## config.mk

```make
export PLATFORM = sky130hd
export DESIGN_NAME = duck_sprite_ctrl
export DESIGN_NICKNAME = d
export VERILOG_FILES = /design/src/rtl/duck_pkg.sv /design/src/rtl/duck_fsm.sv /design/src/rtl/duck_sprite_ctrl.sv
export SDC_FILE = /design/constraint.sdc
export NUM_CORES = 1
export LEC_CHECK = 0
export BUFFER_PORTS_ARGS = -buffer_cell sky130_fd_sc_hd__clkbuf_2
export CORE_AREA = 3 3 112 114
export CTS_BUF_LIST = sky130_fd_sc_hd__clkbuf_4 sky130_fd_sc_hd__clkbuf_8
export DETAILED_ROUTE_END_ITERATION = 10
export DIE_AREA = 0 0 115 117
export PLACE_DENSITY = 0.77
export SYNTH_ARGS = -nofsm -noshare
export SYNTH_HDL_FRONTEND = slang
export SYNTH_SLANG_ARGS = --single-unit
```

## constraint.sdc

```tcl
create_clock -name Clk -period 7.1 [get_ports Clk]
set_input_delay 1.42 -clock Clk [delete_from_list [all_inputs] [get_ports Clk]]
set_output_delay 1.42 -clock Clk [all_outputs]
set_load 0.01 [all_outputs]
```

## src/rtl/duck_pkg.sv

```systemverilog
// Shared types and defaults for the duck sprite sequencer: life states,
// animation frame codes and the flap-phase to frame mapping.
package duck_pkg;

  typedef enum logic [1:0] {
    ST_IDLE = 2'd0,
    ST_FLY  = 2'd1,
    ST_SHOT = 2'd2,
    ST_FALL = 2'd3
  } duck_state_t;

  typedef enum logic [2:0] {
    FR_FLAP0 = 3'd0,
    FR_FLAP1 = 3'd1,
    FR_FLAP2 = 3'd2,
    FR_SHOT  = 3'd3,
    FR_FALL  = 3'd4
  } frame_t;

  localparam int SPRITE_W_DEF = 20;
  localparam int SPRITE_H_DEF = 20;

  // Wing cycle is down-mid-up-mid, so phase 3 reuses the middle frame.
  function automatic frame_t flap_frame_of(input logic [1:0] phase);
    frame_t fr;
    case (phase)
      2'd0:    fr = FR_FLAP0;
      2'd1:    fr = FR_FLAP1;
      2'd2:    fr = FR_FLAP2;
      default: fr = FR_FLAP1;
    endcase
    return fr;
  endfunction

endpackage

```

## src/rtl/duck_fsm.sv

```systemverilog
// Life-cycle FSM for one duck with its SHOT hold counter; maps the current
// state plus the shared flap frame onto the frame to draw.
module duck_fsm
  import duck_pkg::*;
#(
  parameter int SHOT_TICKS = 30
) (
  input  logic        i_clk,
  input  logic        i_rst_n,
  input  logic        i_frame_tick,
  input  logic        i_spawn,
  input  logic        i_shot,
  input  logic        i_landed,
  input  frame_t      i_flap_frame,
  output duck_state_t o_state,
  output frame_t      o_frame
);

  localparam int HW = (SHOT_TICKS > 1) ? $clog2(SHOT_TICKS) : 1;

  duck_state_t r_state;
  logic [HW-1:0] r_hold;

  // State transitions; the hold counter only advances while the duck is in SHOT.
  always_ff @(posedge i_clk or negedge i_rst_n) begin
    if (!i_rst_n) begin
      r_state <= ST_IDLE;
      r_hold  <= '0;
    end else begin
      case (r_state)
        ST_IDLE: begin
          if (i_spawn) r_state <= ST_FLY;
        end
        ST_FLY: begin
          if (i_shot) begin
            r_state <= ST_SHOT;
            r_hold  <= '0;
          end
        end
        ST_SHOT: begin
          if (i_frame_tick) begin
            if (r_hold == HW'(SHOT_TICKS - 1)) r_state <= ST_FALL;
            else                               r_hold  <= r_hold + HW'(1);
          end
        end
        ST_FALL: begin
          if (i_landed) r_state <= ST_IDLE;
        end
        default: r_state <= ST_IDLE;
      endcase
    end
  end

  // Frame follows the registered state so a change shows at the very next pixel stage.
  always_comb begin
    o_frame = FR_FLAP0;
    case (r_state)
      ST_FLY:  o_frame = i_flap_frame;
      ST_SHOT: o_frame = FR_SHOT;
      ST_FALL: o_frame = FR_FALL;
      default: o_frame = FR_FLAP0;
    endcase
  end

  assign o_state = r_state;

endmodule

```

## src/rtl/duck_sprite_ctrl.sv

```systemverilog
// Animation sequencer and frame-RAM read arbiter for two ducks: hit test,
// address generation and a 3-stage pixel pipeline around the synchronous RAM.
module duck_sprite_ctrl
  import duck_pkg::*;
#(
  parameter int SPRITE_W   = SPRITE_W_DEF,
  parameter int SPRITE_H   = SPRITE_H_DEF,
  parameter int FLAP_DIV   = 6,
  parameter int SHOT_TICKS = 30
) (
  input  logic        Clk,
  input  logic        Reset_n,
  input  logic        frame_tick,
  input  logic [1:0]  spawn,
  input  logic [1:0]  shot,
  input  logic [1:0]  landed,
  input  logic [9:0]  duck0_x,
  input  logic [9:0]  duck0_y,
  input  logic [9:0]  duck1_x,
  input  logic [9:0]  duck1_y,
  input  logic [9:0]  DrawX,
  input  logic [9:0]  DrawY,
  output logic [18:0] sprite_rd_addr,
  output logic [2:0]  sprite_frame,
  input  logic [2:0]  sprite_data,
  output logic [3:0]  duck_state,
  output logic        pixel_on,
  output logic [2:0]  pixel_idx,
  output logic        pixel_duck
);

  localparam int FW = (FLAP_DIV > 1) ? $clog2(FLAP_DIV) : 1;

  logic [FW-1:0] r_flap_cnt;
  logic [1:0]    r_flap_phase;
  frame_t        w_flap_frame;
  duck_state_t   w_state0, w_state1;
  frame_t        w_frame0, w_frame1;

  logic          w_hit0, w_hit1, w_any_hit;
  logic [9:0]    w_dx, w_dy;
  logic [18:0]   w_addr;

  logic          r_s1_valid, r_s1_duck;
  logic [18:0]   r_rd_addr;
  logic [2:0]    r_frame;
  logic          r_s2_valid, r_s2_duck;
  logic          r_pix_on, r_pix_duck;
  logic [2:0]    r_pix_idx;

  // Compared in 11 bits so a sprite near the right edge cannot wrap to column 0.
  function automatic logic in_span(input logic [9:0] pos, input logic [9:0] scan,
                                   input int unsigned size);
    logic [10:0] lo, hi, s;
    lo = {1'b0, pos};
    hi = lo + 11'(size - 1);
    s  = {1'b0, scan};
    return (s >= lo) && (s <= hi);
  endfunction

  // Shared flap divider: runs on every frame tick regardless of duck states.
  always_ff @(posedge Clk or negedge Reset_n) begin
    if (!Reset_n) begin
      r_flap_cnt   <= '0;
      r_flap_phase <= 2'd0;
    end else if (frame_tick) begin
      if (r_flap_cnt == FW'(FLAP_DIV - 1)) begin
        r_flap_cnt   <= '0;
        r_flap_phase <= r_flap_phase + 2'd1;
      end else begin
        r_flap_cnt <= r_flap_cnt + FW'(1);
      end
    end else begin
      r_flap_cnt <= r_flap_cnt;
    end
  end

  assign w_flap_frame = flap_frame_of(r_flap_phase);

  duck_fsm #(.SHOT_TICKS(SHOT_TICKS)) u_fsm0 (
    .i_clk        (Clk),
    .i_rst_n      (Reset_n),
    .i_frame_tick (frame_tick),
    .i_spawn      (spawn[0]),
    .i_shot       (shot[0]),
    .i_landed     (landed[0]),
    .i_flap_frame (w_flap_frame),
    .o_state      (w_state0),
    .o_frame      (w_frame0)
  );

  duck_fsm #(.SHOT_TICKS(SHOT_TICKS)) u_fsm1 (
    .i_clk        (Clk),
    .i_rst_n      (Reset_n),
    .i_frame_tick (frame_tick),
    .i_spawn      (spawn[1]),
    .i_shot       (shot[1]),
    .i_landed     (landed[1]),
    .i_flap_frame (w_flap_frame),
    .o_state      (w_state1),
    .o_frame      (w_frame1)
  );

  assign w_hit0 = (w_state0 != ST_IDLE) &&
                  in_span(duck0_x, DrawX, SPRITE_W) && in_span(duck0_y, DrawY, SPRITE_H);
  assign w_hit1 = (w_state1 != ST_IDLE) &&
                  in_span(duck1_x, DrawX, SPRITE_W) && in_span(duck1_y, DrawY, SPRITE_H);
  assign w_any_hit = w_hit0 || w_hit1;

  // Duck 0 always wins the port on overlap, even where its pixel is transparent.
  assign w_dx   = w_hit0 ? (DrawX - duck0_x) : (DrawX - duck1_x);
  assign w_dy   = w_hit0 ? (DrawY - duck0_y) : (DrawY - duck1_y);
  assign w_addr = 19'(w_dy) * 19'(SPRITE_W) + 19'(w_dx);

  // Stage 1: hit, owner, RAM address and frame select.
  always_ff @(posedge Clk or negedge Reset_n) begin
    if (!Reset_n) begin
      r_s1_valid <= 1'b0;
      r_s1_duck  <= 1'b0;
      r_rd_addr  <= 19'd0;
      r_frame    <= 3'd0;
    end else begin
      r_s1_valid <= w_any_hit;
      r_s1_duck  <= !w_hit0 && w_hit1;
      r_rd_addr  <= w_any_hit ? w_addr : 19'd0;
      if (w_hit0)      r_frame <= w_frame0;
      else if (w_hit1) r_frame <= w_frame1;
      else             r_frame <= 3'd0;
    end
  end

  // Stage 2: sideband travels alongside the RAM's own output register.
  always_ff @(posedge Clk or negedge Reset_n) begin
    if (!Reset_n) begin
      r_s2_valid <= 1'b0;
      r_s2_duck  <= 1'b0;
    end else begin
      r_s2_valid <= r_s1_valid;
      r_s2_duck  <= r_s1_duck;
    end
  end

  // Stage 3: palette index 0 is transparent.
  always_ff @(posedge Clk or negedge Reset_n) begin
    if (!Reset_n) begin
      r_pix_on   <= 1'b0;
      r_pix_idx  <= 3'd0;
      r_pix_duck <= 1'b0;
    end else begin
      r_pix_on   <= r_s2_valid && (sprite_data != 3'd0);
      r_pix_idx  <= (r_s2_valid && (sprite_data != 3'd0)) ? sprite_data : 3'd0;
      r_pix_duck <= r_s2_valid ? r_s2_duck : 1'b0;
    end
  end

  assign sprite_rd_addr = r_rd_addr;
  assign sprite_frame   = r_frame;
  assign duck_state     = {w_state1, w_state0};
  assign pixel_on       = r_pix_on;
  assign pixel_idx      = r_pix_idx;
  assign pixel_duck     = r_pix_duck;

endmodule

```

==> results.yml <==
floorplan:
  row_count: 39
  start_util: 0.5531
  die_y_um: 117
  io_pins: 103
  die_w_um: 115
  core_area_um2: 11520
  die_area_um2: 13460
cells_and_area:
  final_common_cell: "ha_1"
  diodes: 0
  nets: 1112
  drive_above_1_share: 0.1650
  layout_common_cells: "125 x ha_1, 99 x clkbuf_2, 87 x inv_1"
  fillers: 1014
  syn2layout_area_growth_pct: 15.54
timing:
  worst_slew_pin_slew_ps: 901.8
  finClkSkew_ps: 5.576
  maxSlewViolCount: 0
  timing.final.ws_setup_ps: 188.5
  relSlewSlack: 0.3966
  finalHoldViolCount: 0
  whs_ps: 359.8
  min_period_over_period: 0.9734
  fmax_mhz: 144.7
  setup_viol: 0
  min_period_ps: 6911
detailed_routing:
  via_count: 5932
  vias_per_cell: 5.639
  firstDrtPassIters: 5
  drcViolationCount: 0
  drt_iter0_drc: 355
  wl_um: 14970
  routedWlPerCell_um: 14.23
  ant_nets: 0
global_routing:
  antenna_found_initial: 0
  grtUsageTotal: 0.2238
  grt_max_degree: 48
  grt.overflow.total: 0
  grt_pass1_vias: 5626
  grt_pass1_wl_um: 25120
worst_setup_path:
  path_delay_family: "compound AO/OA/AOI/OAI gates"
  startpoint_type: "input port"
  critical_path.slowest_cell: "or4_1"
  cp.buffers_inverters: 3
  required_ps: 7250
  cpPeakStageDelay_ps: 530
  worstPathArrival_ps: 7060
  cp_max_fo: 14
  cpMostUsedCell: "ha_1"
  worstSetupEndpointType: "flop"
  crit_type: "in2reg"
pwr:
  powerDensity_nw_per_um2: 269.3
  leakage_uw: 0.003877
  ir_drop_mv: 0.1311
yosys:
  yosys_warnings: 0
  async_reset_ff_frac: 1.000
  synth_cell_types: 64
  syn_inst: 780
  yosysSeqAreaShare: 0.1846
  avgSynthCellArea_um2: 8.166
  synth-edff-count: 0
  ys_ff_latch: 47
  synth_area_um2: 6370
  ys.flop_type: "dfrtp_1"
min_path:
  min_path_type: "reg2reg"
clock_network:
  cts_tree: "built"
  clk_pin_slew_ps: 90
  worstSkewPairLatency_ps: 300
  cts-buffers-inserted: 5
  cts.path.max_buffers: 2
  ctsRootBufferMaster: "clkbuf_8"
  clock_sinks: 47
  h-tree-depth: 2
placed_design:
  gp_congestion: 0.9031
  dpl_worst_slack_ps: -150.3
  hpwl_um: 12800
  place.port_buffers: 99
run_status:
  status: "complete, no violations"
job:
  maxCapViolations: 0
## path summary, 6_finish.rpt
check / from / endpoint / slack (ps) / depth (start not counted)
worst max-delay path: duck0_y[0] / sprite_rd_addr[13] / 190 / 26
worst min-delay path: r_s1_valid / r_s2_valid / 360 / 0
worst max register to register: u_fsm0.o_state[0] / sprite_rd_addr[13] / 2130 / 18
worst min register to register: r_s1_valid / r_s2_valid / 360 / 0
max in group asynchronous: Reset_n / sprite_rd_addr[4] / 5520 / 2
min in group asynchronous: Reset_n / u_fsm1.r_hold[1] / 1200 / 2
## through the flow
step | total power, uW | instances | TNS [ps] | utilization | area [um^2]
global route | 2189 | 1052 | -67.66 | 0.6391 | 7360
CTS | 1945 | 1049 | 0 | 0.6351 | 7313
floorplan | 1366 | 783 | 0 | - | 6381
detailed placement | 1734 | 1041 | -155.8 | 0.6249 | 7197
finish | 1982 | 1052 | 0 | 0.6391 | 7360
global placement | 1702 | 1041 | -4.178 | 0.6249 | 7197
## final cells by class
cell class / count / area (um^2) / share of cell area
Tap cell: 143 / 178.9 / 0.02431
Multi-Input combinational cell: 639 / 4848 / 0.6588
Clock inverter: 3 / 47.55 / 0.006460
Clock buffer: 5 / 68.82 / 0.009351
Sequential cell: 47 / 1176 / 0.1598
Inverter: 88 / 330.3 / 0.04488
Timing Repair Buffer: 127 / 709.4 / 0.09640
## synth_stat cells, types with 3 or more instances
master	number	area (um^2)
a31oi_1	7	43.79
dfrtp_1	47	1176
inv_1	87	326.6
ha_1	126	1577
clkbuf_1	5	18.77
nand4_1	19	118.9
nor4_1	7	43.79
o22ai_1	6	37.54
o21bai_1	3	22.52
o211ai_1	3	22.52
xnor2_1	53	464.2
and2_1	5	31.28
and3_1	6	37.54
a21o_1	21	157.7
fa_1	6	120.1
a2111oi_0	5	43.79
nand2_1	52	195.2
nand3_1	19	95.09
nand2b_1	10	62.56
buf_4	3	22.52
a211o_1	3	26.28
xor2_1	21	183.9
nand4b_1	3	26.28
o21ai_0	49	245.2
a22o_1	3	26.28
nor2b_1	12	75.07
or3_1	6	37.54
o21a_1	11	82.58
nor3_1	20	100.1
nor2_1	59	221.5
a211oi_1	5	37.54
a21oi_1	50	250.2
## routing by layer
metal,track usage,up-vias,part of all wire
met1,0.3084,2733,0.49
met4,0.04225,0,0.014
met5,0,-,0
li1,-,3045,-
met3,0.02519,19,0.042
met2,0.3835,135,0.45
## state kept, by name, indices dropped and copies added (netlist names)
register,cells
r_s1_valid,1
u_fsm1.o_state,2
r_s1_duck,1
r_s2_valid,1
u_fsm0.o_state,2
u_fsm0.r_hold,5
r_flap_cnt,3
sprite_rd_addr,16
r_s2_duck,1
sprite_frame,3
u_fsm1.r_hold,5
pixel_idx,3
pixel_duck,1
r_flap_phase,2
pixel_on,1
## timing repair
action                                  CTS  global route
resized for setup                         0            11
hold buffers                              0             0
endpoints found under the setup margin    0             4
buffers inserted                          0             3
## kinds of logic after synthesis
group | count (synthesis) | synth area share
xor gates and xnor gates | 74 | 0.1017
buffers and inverters | 97 | 0.05912
muxes | 5 | 0.01021
and+or+nand+nor | 228 | 0.1762
AOI/OAI and AO/OA | 196 | 0.2011
DFF | 47 | 0.1846
other | 1 | 0.0005887
adders and majority gates | 132 | 0.2664
## worst register-to-register path, stage by stage, from the launching register on
cell	delay (ps)
dfrtp_1	480
inv_1	120
ha_1	270
nor3_1	190
nand2_1	90
or4_1	540
buf_6	170
o21ai_0	260
ha_1	300
ha_1	300
a21o_1	160
a21o_1	190
a211o_1	330
a211o_1	310
a2111o_1	430
a2111oi_2	350
a221o_2	170
xnor2_1	100
nor2_1	60
## power by group
| group | total [uW] | internal (uW) | switching (uW) | leakage (uW) |
|---|---|---|---|---|
| Clock | 198 | 107 | 91.4 | 0.0000587 |
| Sequential | 387 | 331 | 56.3 | 0.000630 |
| Combinational | 1400 | 652 | 745 | 0.00319 |
| Total | 1980 | 1090 | 893 | 0.00388 |
Power figures use the tool's default switching activity.
